**src/rtl/regfile_dump.sv**
```systemverilog
// regfile_dump: streams r0..LAST_REG from a register file read port over a valid/ready link; optional XOR checksum word via REGFILE_DUMP_CHECKSUM_EN.
module regfile_dump #(
    parameter int LAST_REG = 31
) (
    input  logic        clk,
    input  logic        clrn,
    input  logic        start,
    output logic [4:0]  rn,
    input  logic [31:0] q,
    output logic [31:0] dout,
    output logic        dvalid,
    input  logic        dready,
    output logic        dlast,
    output logic        busy,
    output logic        done
);
`ifdef REGFILE_DUMP_CHECKSUM_EN
    typedef enum logic [2:0] {IDLE, READ, SEND, CSUM, DONE} state_t;
`else
    typedef enum logic [2:0] {IDLE, READ, SEND, DONE} state_t;
`endif
    localparam logic [4:0] LAST = 5'(LAST_REG);
    state_t      state_q, state_d;
    logic [4:0]  idx_q, idx_d;
    logic [31:0] dout_q, dout_d;
    logic        dvalid_q, dvalid_d;
    logic        dlast_q, dlast_d;
`ifdef REGFILE_DUMP_CHECKSUM_EN
    logic [31:0] csum_q, csum_d;
`endif
    assign rn     = idx_q;
    assign dout   = dout_q;
    assign dvalid = dvalid_q;
    assign dlast  = dlast_q;
    assign busy   = state_q != IDLE;
    assign done   = state_q == DONE;
    // next-state: one read cycle then hold the word until the consumer takes it
    always_comb begin
        state_d  = state_q;
        idx_d    = idx_q;
        dout_d   = dout_q;
        dvalid_d = dvalid_q;
        dlast_d  = dlast_q;
`ifdef REGFILE_DUMP_CHECKSUM_EN
        csum_d   = csum_q;
`endif
        case (state_q)
            IDLE: if (start) begin
                idx_d   = 5'd0;
                state_d = READ;
`ifdef REGFILE_DUMP_CHECKSUM_EN
                csum_d  = 32'd0;
`endif
            end
            READ: begin
                dout_d   = q;
                dvalid_d = 1'b1;
`ifdef REGFILE_DUMP_CHECKSUM_EN
                dlast_d  = 1'b0;
                csum_d   = csum_q ^ q;
`else
                dlast_d  = idx_q == LAST;
`endif
                state_d  = SEND;
            end
            SEND: if (dvalid_q && dready) begin
                dvalid_d = 1'b0;
                dlast_d  = 1'b0;
`ifdef REGFILE_DUMP_CHECKSUM_EN
                state_d  = (idx_q == LAST) ? CSUM : READ;
`else
                state_d  = (idx_q == LAST) ? DONE : READ;
`endif
                idx_d    = (idx_q == LAST) ? idx_q : idx_q + 5'd1;
            end
`ifdef REGFILE_DUMP_CHECKSUM_EN
            CSUM: if (!dvalid_q) begin
                dout_d   = csum_q;
                dvalid_d = 1'b1;
                dlast_d  = 1'b1;
            end else if (dready) begin
                dvalid_d = 1'b0;
                dlast_d  = 1'b0;
                state_d  = DONE;
            end
`endif
            DONE: begin
                idx_d   = 5'd0;
                state_d = IDLE;
            end
            default: state_d = IDLE;
        endcase
    end
    // state and output registers; reset aborts any dump in progress
    always_ff @(posedge clk or negedge clrn) begin
        if (!clrn) begin
            state_q  <= IDLE;
            idx_q    <= 5'd0;
            dout_q   <= 32'd0;
            dvalid_q <= 1'b0;
            dlast_q  <= 1'b0;
`ifdef REGFILE_DUMP_CHECKSUM_EN
            csum_q   <= 32'd0;
`endif
        end else begin
            state_q  <= state_d;
            idx_q    <= idx_d;
            dout_q   <= dout_d;
            dvalid_q <= dvalid_d;
            dlast_q  <= dlast_d;
`ifdef REGFILE_DUMP_CHECKSUM_EN
            csum_q   <= csum_d;
`endif
        end
    end
endmodule
```
**config.mk**
```make
export PLATFORM = sky130hd
export DESIGN_NAME = regfile_dump
export DESIGN_NICKNAME = d
export VERILOG_FILES = /design/src/rtl/regfile_dump.sv
export SDC_FILE = /design/constraint.sdc
export NUM_CORES = 1
export LEC_CHECK = 0
export ABC_AREA = 1
export BUFFER_PORTS_ARGS = -buffer_cell sky130_fd_sc_hd__buf_4
export CAP_MARGIN = 20
export CORE_AREA = 3 3 64 78
export DETAILED_ROUTE_END_ITERATION = 10
export DIE_AREA = 0 0 67 81
export GPL_ROUTABILITY_DRIVEN = 0
export PLACE_DENSITY = 0.73
export RECOVER_POWER = 25
export SKIP_CTS_REPAIR_TIMING = 1
export SYNTH_ARGS = -nofsm -noshare
export SYNTH_HDL_FRONTEND = slang
export SYNTH_SLANG_ARGS = --single-unit
```
**constraint.sdc**
```tcl
create_clock -name clk -period 1.35 [get_ports clk]
set_input_delay 0.27 -clock clk [delete_from_list [all_inputs] [get_ports clk]]
set_output_delay 0.27 -clock clk [all_outputs]
set_load 0.01 [all_outputs]
```
==> metrics.cfg, run 1 <==
[outcome]
status = finished with violations
violations = negative setup slack

[floorplanning]
initial_utilization_pct = 42.1
die_w_um = 67
core-area_um2 = 4290
die_y_um = 81
rows = 26
io-pin-count = 77
die-area_um2 = 5430

[finish]
final_common_cell = nand2_1
final_layout_size_suffix_gt1_share_pct = 40.2
seq_area_um2 = 1030
antennaDiodeCount = 0
fillers = 393
multi_input_area_um2 = 795
nets = 338
layoutNonFillerInstCount = 352
final_cell_mix = nand2_1, buf_4, dfrtp_1
syn_to_final_growth_pct = 49.7

[power_and_ir_drop]
p_comb_share_pct = 54.2
internal_power_mw = 3.69
clkPwrFrac_pct = 11.9
p_total_mw = 6.24
power.density_nw_per_um2 = 2310
power.switching_mw = 2.55
p_sw_share_pct = 40.8
p_leak_nw = 1.52
peakVddDrop_uv = 990
seqPwrFrac_pct = 33.8

[cts]
clock_path_buffers = 2
clk_pin_slew_worst_paths_ps = 80
cts_root_buf = clkbuf_8
numCtsBuffers = 5
clock-sinks = 41
cts_tree = yes
insertion_delay_ps = 280
cts_max_level = 2

[yosys]
netlist_instances = 207
synth_top_family_by_area = simple AND/OR/NAND/NOR gates
synthSimpleGateAreaFrac_pct = 31.1
yosysSeqAreaShare_pct = 56.7
synthAdderAreaFrac_pct = 4.84
synth_compound_area_share_pct = 2.77
yosysTopAreaCell = dfrtp_1
postSynthAreaPerCell_um2 = 8.74
synth_seq_cells = 41
netlist_area_um2 = 1810
syn_nets = 250
synth.area.top_cells = dfrtp_1, nand2_1, ha_1
synth_top_area_share_pct = 56.7
ys_warn_count = 0
synthMuxAreaShare_pct = 0
synthXorXnorAreaFrac_pct = 0
netlist-cell-type-count = 19

[sta]
worst_pin_slew_ps = 540
clock_skew_ps = 10.6
period_needed_ps = 1430
drv_slew = 0
hold_viol_final = 0
finalWorstSetupSlack_ps = -78.4
period_share_pct = 106
fmax_mhz = 700
finalSetupViolations = 40
max_slew_margin_pct = 64.0
rsz0062_at_grt = yes

[routing]
vias_per_cell = 4.63
drt-total-wl_mm = 4.26
drt_iter0_drc = 74
drc_errors = 0
num_vias = 1628
dr.pass1.iters = 4
final_antenna_net_count = 0
wl_per_cell_um = 12.1

[grt]
globalRouteOverflowTotal = 0
grt_pass1_vias = 1439
grt_max_degree = 42
antenna_found_initial = 0
grt_pass1_wl_mm = 6.39
grt.total_usage_pct = 15.6

[setup_path]
cp.required_ps = 1080
worstPathMaxFanout = 5
crit_type = reg2out
critPathLaunchType = flop
critPathCaptureType = output port
critical_path_arrival_ps = 1160

[run]
max-cap-violations = 0

[worst_hold_path]
hp-class = in2reg

[place]
hpwl_mm = 2.95
io_buffers = 76
placed_cells = 338
place_ws_ps = -139

## critical path: stages, from the launching register on
cell	delay (ps)
dfrtp_1	440
inv_2	140
ha_4	150
inv_2	30
buf_6	110
## flip-flops by register name, indices dropped and copies added (netlist names)
signal / cells
dout: 32
rn: 5
state_q: 2
dlast: 1
dvalid: 1
## kinds of logic (layout without fill, tap and decap cells)
| logic type | after synthesis | in the layout |
|---|---|---|
| flops | 41 | 41 |
| fa+ha+maj | 7 | 7 |
| simple gates | 132 | 132 |
| compound gates | 10 | 10 |
| buf+inv | 17 | 106 |
## cell usage after synthesis (all sizes together)
library cell    n
buf             8
dfrtp          41
a21oi           2
nand4           1
nor2            6
inv             9
nand3           3
nor3b           1
nand2         121
o21ai           8
ha              7
## metrics by stage
stage / TNS, ps / hold slack [ps] / util (%) / area [um2]
floorplan: -86.7 / -25.6 / - / 1810
global placement: -1190 / 282 / 57.6 / 2470
detailed placement: -1800 / 278 / 57.6 / 2470
CTS: -2970 / -41.7 / 59.5 / 2550
global route: -3560 / 182 / 63.1 / 2710
finish: -1310 / 183 / 63.1 / 2710
## power by group through the flow
stage | clock [mW] | combinational (mW) | sequential (mW)
finish | 0.745 | 3.38 | 2.11
global placement | 0 | 3.05 | 2.09
global route | 0.820 | 3.74 | 2.17
detailed placement | 0 | 3.13 | 2.11
CTS | 0.774 | 3.15 | 2.08
floorplan | 0 | 1.50 | 2.35
## final cells by class
cell class | instances | area share (%)
clock buffer | 6 | 2.68
clock inverter | 2 | 0.370
tap | 56 | 2.59
sequential | 41 | 37.9
multi-input combinational | 149 | 29.3
timing repair buffer | 89 | 25.6
inverter | 9 | 1.43
## metal layers
metal  vias up  wire, um  GRT usage [%]  share of wire (%)
li1        808         -              -                  -
met5         -         0              0                  0
met1       762      1660           17.5                 39
met3         5       301           4.29                7.1
met4         0        51           6.09                1.2
met2        53      2250           27.7                 53
## path summary, 6_finish.rpt
check / slack (ps) / cells past startpoint / from / endpoint
worst min register to register: 470 / 2 / dout[31] / dout[31]
max in group asynchronous: 430 / 2 / clrn / rn[0]
worst max register to register: -60 / 6 / state_q[0] / dlast
worst max-delay path: -80 / 4 / state_q[1] / busy
worst min-delay path: 180 / 3 / q[18] / dout[18]
min in group asynchronous: 530 / 2 / clrn / state_q[0]
Note: power is estimated with default switching activity, not from simulation.
==> inputs of run 2 (changes only) <==
CORE_AREA = 3 3 70 72   (was 3 3 64 78)
DIE_AREA = 0 0 73 75   (was 0 0 67 81)
SETUP_SLACK_MARGIN = 0.1   (was unset)
==> run 2 against run 1 <==
Against the previous run:
- the run still ends with negative setup slack left
- cell area is 0.23% higher
- largest power group unchanged
- maximum frequency is 2.5% higher
- non-clock buffer count stayed put
- combinational power hardly changed
- sequential share of layout area is 0.087 points lower
==> metrics.cfg, run 2 (synthesized netlist as in run 1, its figures left out) <==
[finish]
final_common_cell = nand2_1  ; unchanged
multi_input_area_um2 = 793  ; was 795 um2
seq_area_um2 = 1030  ; unchanged
fillers = 389  ; was 393
nets = 338  ; unchanged
largest_reg_flops = 32  ; unchanged
antennaDiodeCount = 0  ; unchanged
final_cell_mix = nand2_1, buf_4, dfrtp_1  ; unchanged
final_area_um2 = 2710  ; about the same
final_layout_size_suffix_gt1_share_pct = 39.9  ; was 40.2%
syn_to_final_growth_pct = 50.0  ; was 49.7%

[setup_path]
cp_slowest_cell = dfrtp_1  ; unchanged
crit_type = reg2out  ; unchanged
critPathLaunchType = flop  ; unchanged
critPathCaptureType = output port  ; unchanged
critical_path_arrival_ps = 1120  ; was 1160 ps
cp.required_ps = 1080  ; about the same
crit_top_cell = inv_2  ; unchanged
path_cells = inv_2 -> ha_4 -> inv_2 -> buf_6  ; unchanged
worstPathMaxFanout = 4  ; was 5
slowest_delay_ps = 430  ; was 440 ps

[place]
hpwl_mm = 3.10  ; was 2.95 mm
io_buffers = 76  ; unchanged
dpl-instance-area_um2 = 2450  ; was 2470 um2
place_ws_ps = -126  ; was -139 ps

[routing]
wl_per_cell_um = 12.4  ; was 12.1 um
drt-total-wl_mm = 4.33  ; was 4.26 mm
wl_met3_um = 382  ; was 301 um
drc_errors = 0  ; unchanged
wl_met2_mm = 2.15  ; was 2.25 mm
drt_iter0_drc = 57  ; was 74
num_vias = 1606  ; was 1,628
vias_per_cell = 4.61  ; was 4.63
wl_met1_mm = 1.74  ; was 1.66 mm
final_antenna_net_count = 0  ; unchanged
dr.pass1.iters = 4  ; unchanged
top_layer = met4  ; unchanged

[floorplanning]
die-area_um2 = 5480  ; was 5430 um2
rows = 24  ; was 26
io-pin-count = 77  ; unchanged
initial_utilization_pct = 41.6  ; was 42.1%
die_y_um = 75  ; was 81 um
die_w_um = 73  ; was 67 um
core-area_um2 = 4350  ; was 4290 um2

[cts]
numCtsBuffers = 5  ; unchanged
cts_tree = yes  ; unchanged
cts_max_level = 2  ; unchanged
clk_pin_slew_worst_paths_ps = 80  ; about the same
insertion_delay_ps = 290  ; was 280 ps
cts_root_buf = clkbuf_8  ; unchanged
clock-sinks = 41  ; unchanged
clock_path_buffers = 2  ; unchanged

[power_and_ir_drop]
power.density_nw_per_um2 = 2320  ; was 2310 nW/um2
peakVddDrop_uv = 1090  ; was 990 uV
p_leak_nw = 1.53  ; was 1.52 nW

[sta]
finalWorstSetupSlack_ps = -43.4  ; was -78.4 ps
period_share_pct = 103  ; was 106%
period_needed_ps = 1390  ; was 1430 ps
rsz0062_at_grt = yes  ; unchanged
max_slew_margin_pct = 62.4  ; was 64.0%
hold_viol_final = 0  ; unchanged
worst_pin_slew_ps = 564  ; was 540 ps
clock_skew_ps = 5.51  ; was 10.6 ps
fmax_mhz = 718  ; was 700 MHz
drv_slew = 0  ; unchanged
finalSetupViolations = 5  ; was 40

[outcome]
status = finished with violations  ; unchanged
violations = negative setup slack  ; unchanged

[run]
max-cap-violations = 0  ; unchanged

[grt]
grt_pass1_wl_mm = 6.66  ; was 6.39 mm
antenna_found_initial = 0  ; unchanged
grt_max_degree = 42  ; unchanged
grt.total_usage_pct = 15.8  ; was 15.6%
grt_pass1_vias = 1496  ; was 1,439
globalRouteOverflowTotal = 0  ; unchanged

[worst_hold_path]
hp-class = in2reg  ; unchanged

## run 2: path summary, 6_finish.rpt
check	end	start	cells after the start	slack [ps]
worst max-delay path	busy	state_q[0]	4	-40
worst min-delay path	dout[24]	q[24]	3	170
worst max register to register	rn[3]	rn[0]	9	-20
worst min register to register	dout[28]	dout[28]	2	470
max in group asynchronous	rn[0]	clrn	2	410
min in group asynchronous	dout[9]	clrn	2	530
## run 2: power breakdown
part           internal [mW]  leakage [nW]  switching, mW
combinational           1.54         0.969           1.84
clock                  0.414        0.0512          0.416
sequential              1.78         0.511          0.311
## run 2: layer usage
metal / GRT usage [%] / vias up
met5: 0 / -
met4: 4.71 / 0
met3: 5.07 / 7
met2: 26.9 / 59
met1: 19.2 / 730
li1: - / 810
## run 2: area by class of cell
cell class              instances  share of cell area (%)
clock buffers                   6                    3.04
clock inverters                 2                   0.507
inverters                       9                    1.43
multi-input cells             149                    29.2
flip-flops and latches         41                    37.9
well taps                      52                    2.40
repair buffers                 89                    25.5
## run 2: critical path: cells and delay by family (launching register included)
family	cells	cell delay, ps
flip-flops	1	430
buffers and inverters	3	270
adder cells (fa/ha/maj)	1	140
## run 2: through the flow
stage	util, %	setup TNS, ps	instances	hold slack [ps]	total power, mW
3_5_place_dp	56.4	-3530	334	280	5.20
6_report	62.3	-113	348	172	6.30
4_1_cts	58.6	-4300	342	-37.4	6.04
2_1_floorplan	-	-86.7	207	-25.6	3.85
3_3_place_gp	56.4	-2050	334	281	5.11
5_1_grt	62.3	-1550	348	166	6.83
==> inputs of run 3 (changes only) <==
CORE_AREA = 3 3 89 57   (was 3 3 70 72)
CTS_CLUSTER_DIAMETER = 30   (was unset)
DIE_AREA = 0 0 92 60   (was 0 0 73 75)
MAX_ROUTING_LAYER = met4   (was unset)
==> run 3 against run 2 <==
Against the previous run:
- the run still ends with negative setup slack left
- combinational power hardly changed
- critical path depth is 5 higher
- clock-buffer cell count stayed put
- register-to-register slack worse by 60 ps
- hold slack worse by 2.8 ps
- sequential power hardly changed
- routed wire length is 4.2% higher
- non-clock buffer count is 1 higher
- final cell count is 2.3% higher
- critical path type is now reg2reg
- first-iteration DRC count is 47% lower
- maximum frequency is 2.6% lower
- die area is 0.82% higher
==> metrics.cfg, run 3 (synthesized netlist as in run 1, its figures left out) <==
[finish]
largest_reg_flops = 32  ; unchanged
seq_area_um2 = 1030  ; unchanged
final_area_um2 = 2720  ; was 2710 um2
layoutNonFillerInstCount = 356  ; was 348
final_cell_mix = nand2_1, buf_4, dfrtp_1  ; unchanged
fillers = 351  ; was 389
fin_util_pct = 64.9  ; was 62.3%
antennaDiodeCount = 0  ; unchanged
multi_input_area_um2 = 773  ; was 793 um2
final_common_cell = nand2_1  ; unchanged
syn_to_final_growth_pct = 50.3  ; was 50.0%
final_layout_size_suffix_gt1_share_pct = 40.5  ; was 39.9%
nets = 339  ; was 338

[sta]
drv_slew = 0  ; unchanged
worst_pin_slew_ps = 547  ; was 564 ps
period_needed_ps = 1430  ; was 1390 ps
fmax_mhz = 699  ; was 718 MHz
finalWorstSetupSlack_ps = -80.2  ; was -43.4 ps
rsz0062_at_grt = yes  ; unchanged
whs_ps = 170  ; was 172 ps
clock_skew_ps = 6.17  ; was 5.51 ps
max_slew_margin_pct = 63.6  ; was 62.4%
setup_tns_ps = -472  ; was -113 ps
finalSetupViolations = 8  ; was 5
hold_viol_final = 0  ; unchanged
period_share_pct = 106  ; was 103%

[cts]
insertion_delay_ps = 290  ; about the same
clock_path_buffers = 2  ; unchanged
cts_root_buf = clkbuf_8  ; unchanged
cts_tree = yes  ; unchanged
clock-sinks = 41  ; unchanged
clk_pin_slew_worst_paths_ps = 80  ; about the same
numCtsBuffers = 5  ; unchanged
cts_max_level = 2  ; unchanged

[floorplanning]
core-area_um2 = 4190  ; was 4350 um2
rows = 18  ; was 24
initial_utilization_pct = 43.2  ; was 41.6%
die-area_um2 = 5520  ; was 5480 um2
io-pin-count = 77  ; unchanged
die_y_um = 60  ; was 75 um
die_w_um = 92  ; was 73 um

[setup_path]
rr_worst_depth = 9  ; unchanged
r2r-start = rn[0]  ; unchanged
crit_top_cell = nand2_4  ; was inv_2
critical_path_arrival_ps = 1660  ; was 1120 ps
slowest_delay_ps = 430  ; about the same
cp.required_ps = 1580  ; was 1080 ps
cp_slowest_cell = dfrtp_2  ; was dfrtp_1
r2r_slack_ps = -80  ; was -20 ps
crit_path_end = rn[3]  ; was busy
worstPathMaxFanout = 6  ; was 4
crit_type = reg2reg  ; was reg2out
startpoint = rn[0]  ; was state_q[0]
reg2reg_to = rn[3]  ; unchanged
critPathCaptureType = flop  ; was output port
critPathLaunchType = flop  ; unchanged
path_cells = ha_4 -> nand2_4 -> nor2_2 -> ha_2 -> nand2_2 -> nand2_4 -> nor2_8 -> nand3_2 -> nand2_1  ; was inv_2 -> ha_4 -> inv_2 -> buf_6

[routing]
drt_iter0_drc = 30  ; was 57
wl_per_cell_um = 12.7  ; was 12.4 um
dr.pass1.iters = 4  ; unchanged
final_antenna_net_count = 0  ; unchanged
drt-total-wl_mm = 4.51  ; was 4.33 mm
drc_errors = 0  ; unchanged
num_vias = 1595  ; was 1,606
vias_per_cell = 4.48  ; was 4.61

[power_and_ir_drop]
internal_power_mw = 3.76  ; was 3.74 mW
p_sw_share_pct = 40.6  ; was 40.7%
power.density_nw_per_um2 = 2320  ; about the same
seqPwrFrac_pct = 33.4  ; was 33.3%
p_leak_nw = 1.51  ; was 1.53 nW
p_comb_share_pct = 53.8  ; was 53.6%
p_total_mw = 6.32  ; was 6.30 mW
power.switching_mw = 2.56  ; about the same
peakVddDrop_uv = 1310  ; was 1090 uV
clkPwrFrac_pct = 12.8  ; was 13.2%

[worst_hold_path]
hp-start = q[0]  ; was q[24]
hp-class = in2reg  ; unchanged

[place]
place_ws_ps = -150  ; was -126 ps
placed_cells = 344  ; was 334
dpl-instance-area_um2 = 2490  ; was 2450 um2
hpwl_mm = 3.16  ; was 3.10 mm
io_buffers = 76  ; unchanged

[grt]
grt_pass1_wl_mm = 7.00  ; was 6.66 mm
antenna_found_initial = 0  ; unchanged
grt.total_usage_pct = 16.9  ; was 15.8%
globalRouteOverflowTotal = 0  ; unchanged
grt_pass1_vias = 1432  ; was 1,496
grt_max_degree = 42  ; unchanged

[outcome]
status = finished with violations  ; unchanged
violations = negative setup slack  ; unchanged

[run]
max-cap-violations = 0  ; unchanged

==> run 3: critical path: cells and delay by family (launching register included) <==
kind	cells	cell delay, ps
DFF	1	430
adders and majority gates	2	360
and+or+nand+nor	7	570
==> run 3: how the worst min path moves through the flow <==
stage / endpoint / slack [ps] / cells past startpoint
floorplan: dlast / -30 / 0
global placement: dout[0] / 280 / 1
detailed placement: dout[30] / 280 / 1
CTS: dout[30] / -40 / 1
global route: dout[0] / 170 / 3
finish: dout[0] / 170 / 3
==> run 3: layout make-up <==
class	instances	area share, %
Timing Repair Buffer	90	26.2
Clock buffer	6	3.04
Inverter	9	1.52
Multi-Input combinational cell	149	28.4
Clock inverter	1	0.276
Sequential cell	41	37.8
Tap cell	60	2.76
==> run 3: power by group through the flow <==
stage               Combinational, mW  Clock [mW]  Sequential, mW
floorplan                        1.50           0            2.35
global placement                 3.10           0            2.10
detailed placement               3.17           0            2.10
CTS                              3.17       0.833            2.09
global route                     3.75       0.887            2.19
finish                           3.40       0.809            2.11
==> run 3: metal layers <==
| metal | vias up | wire length, um | track usage, % |
|---|---|---|---|
| li1 | 805 | - | - |
| met1 | 717 | 2090 | 23.3 |
| met2 | 66 | 1960 | 24.5 |
| met3 | 7 | 409 | 4.78 |
| met4 | 0 | 51 | 5.07 |
| met5 | - | 0 | - |
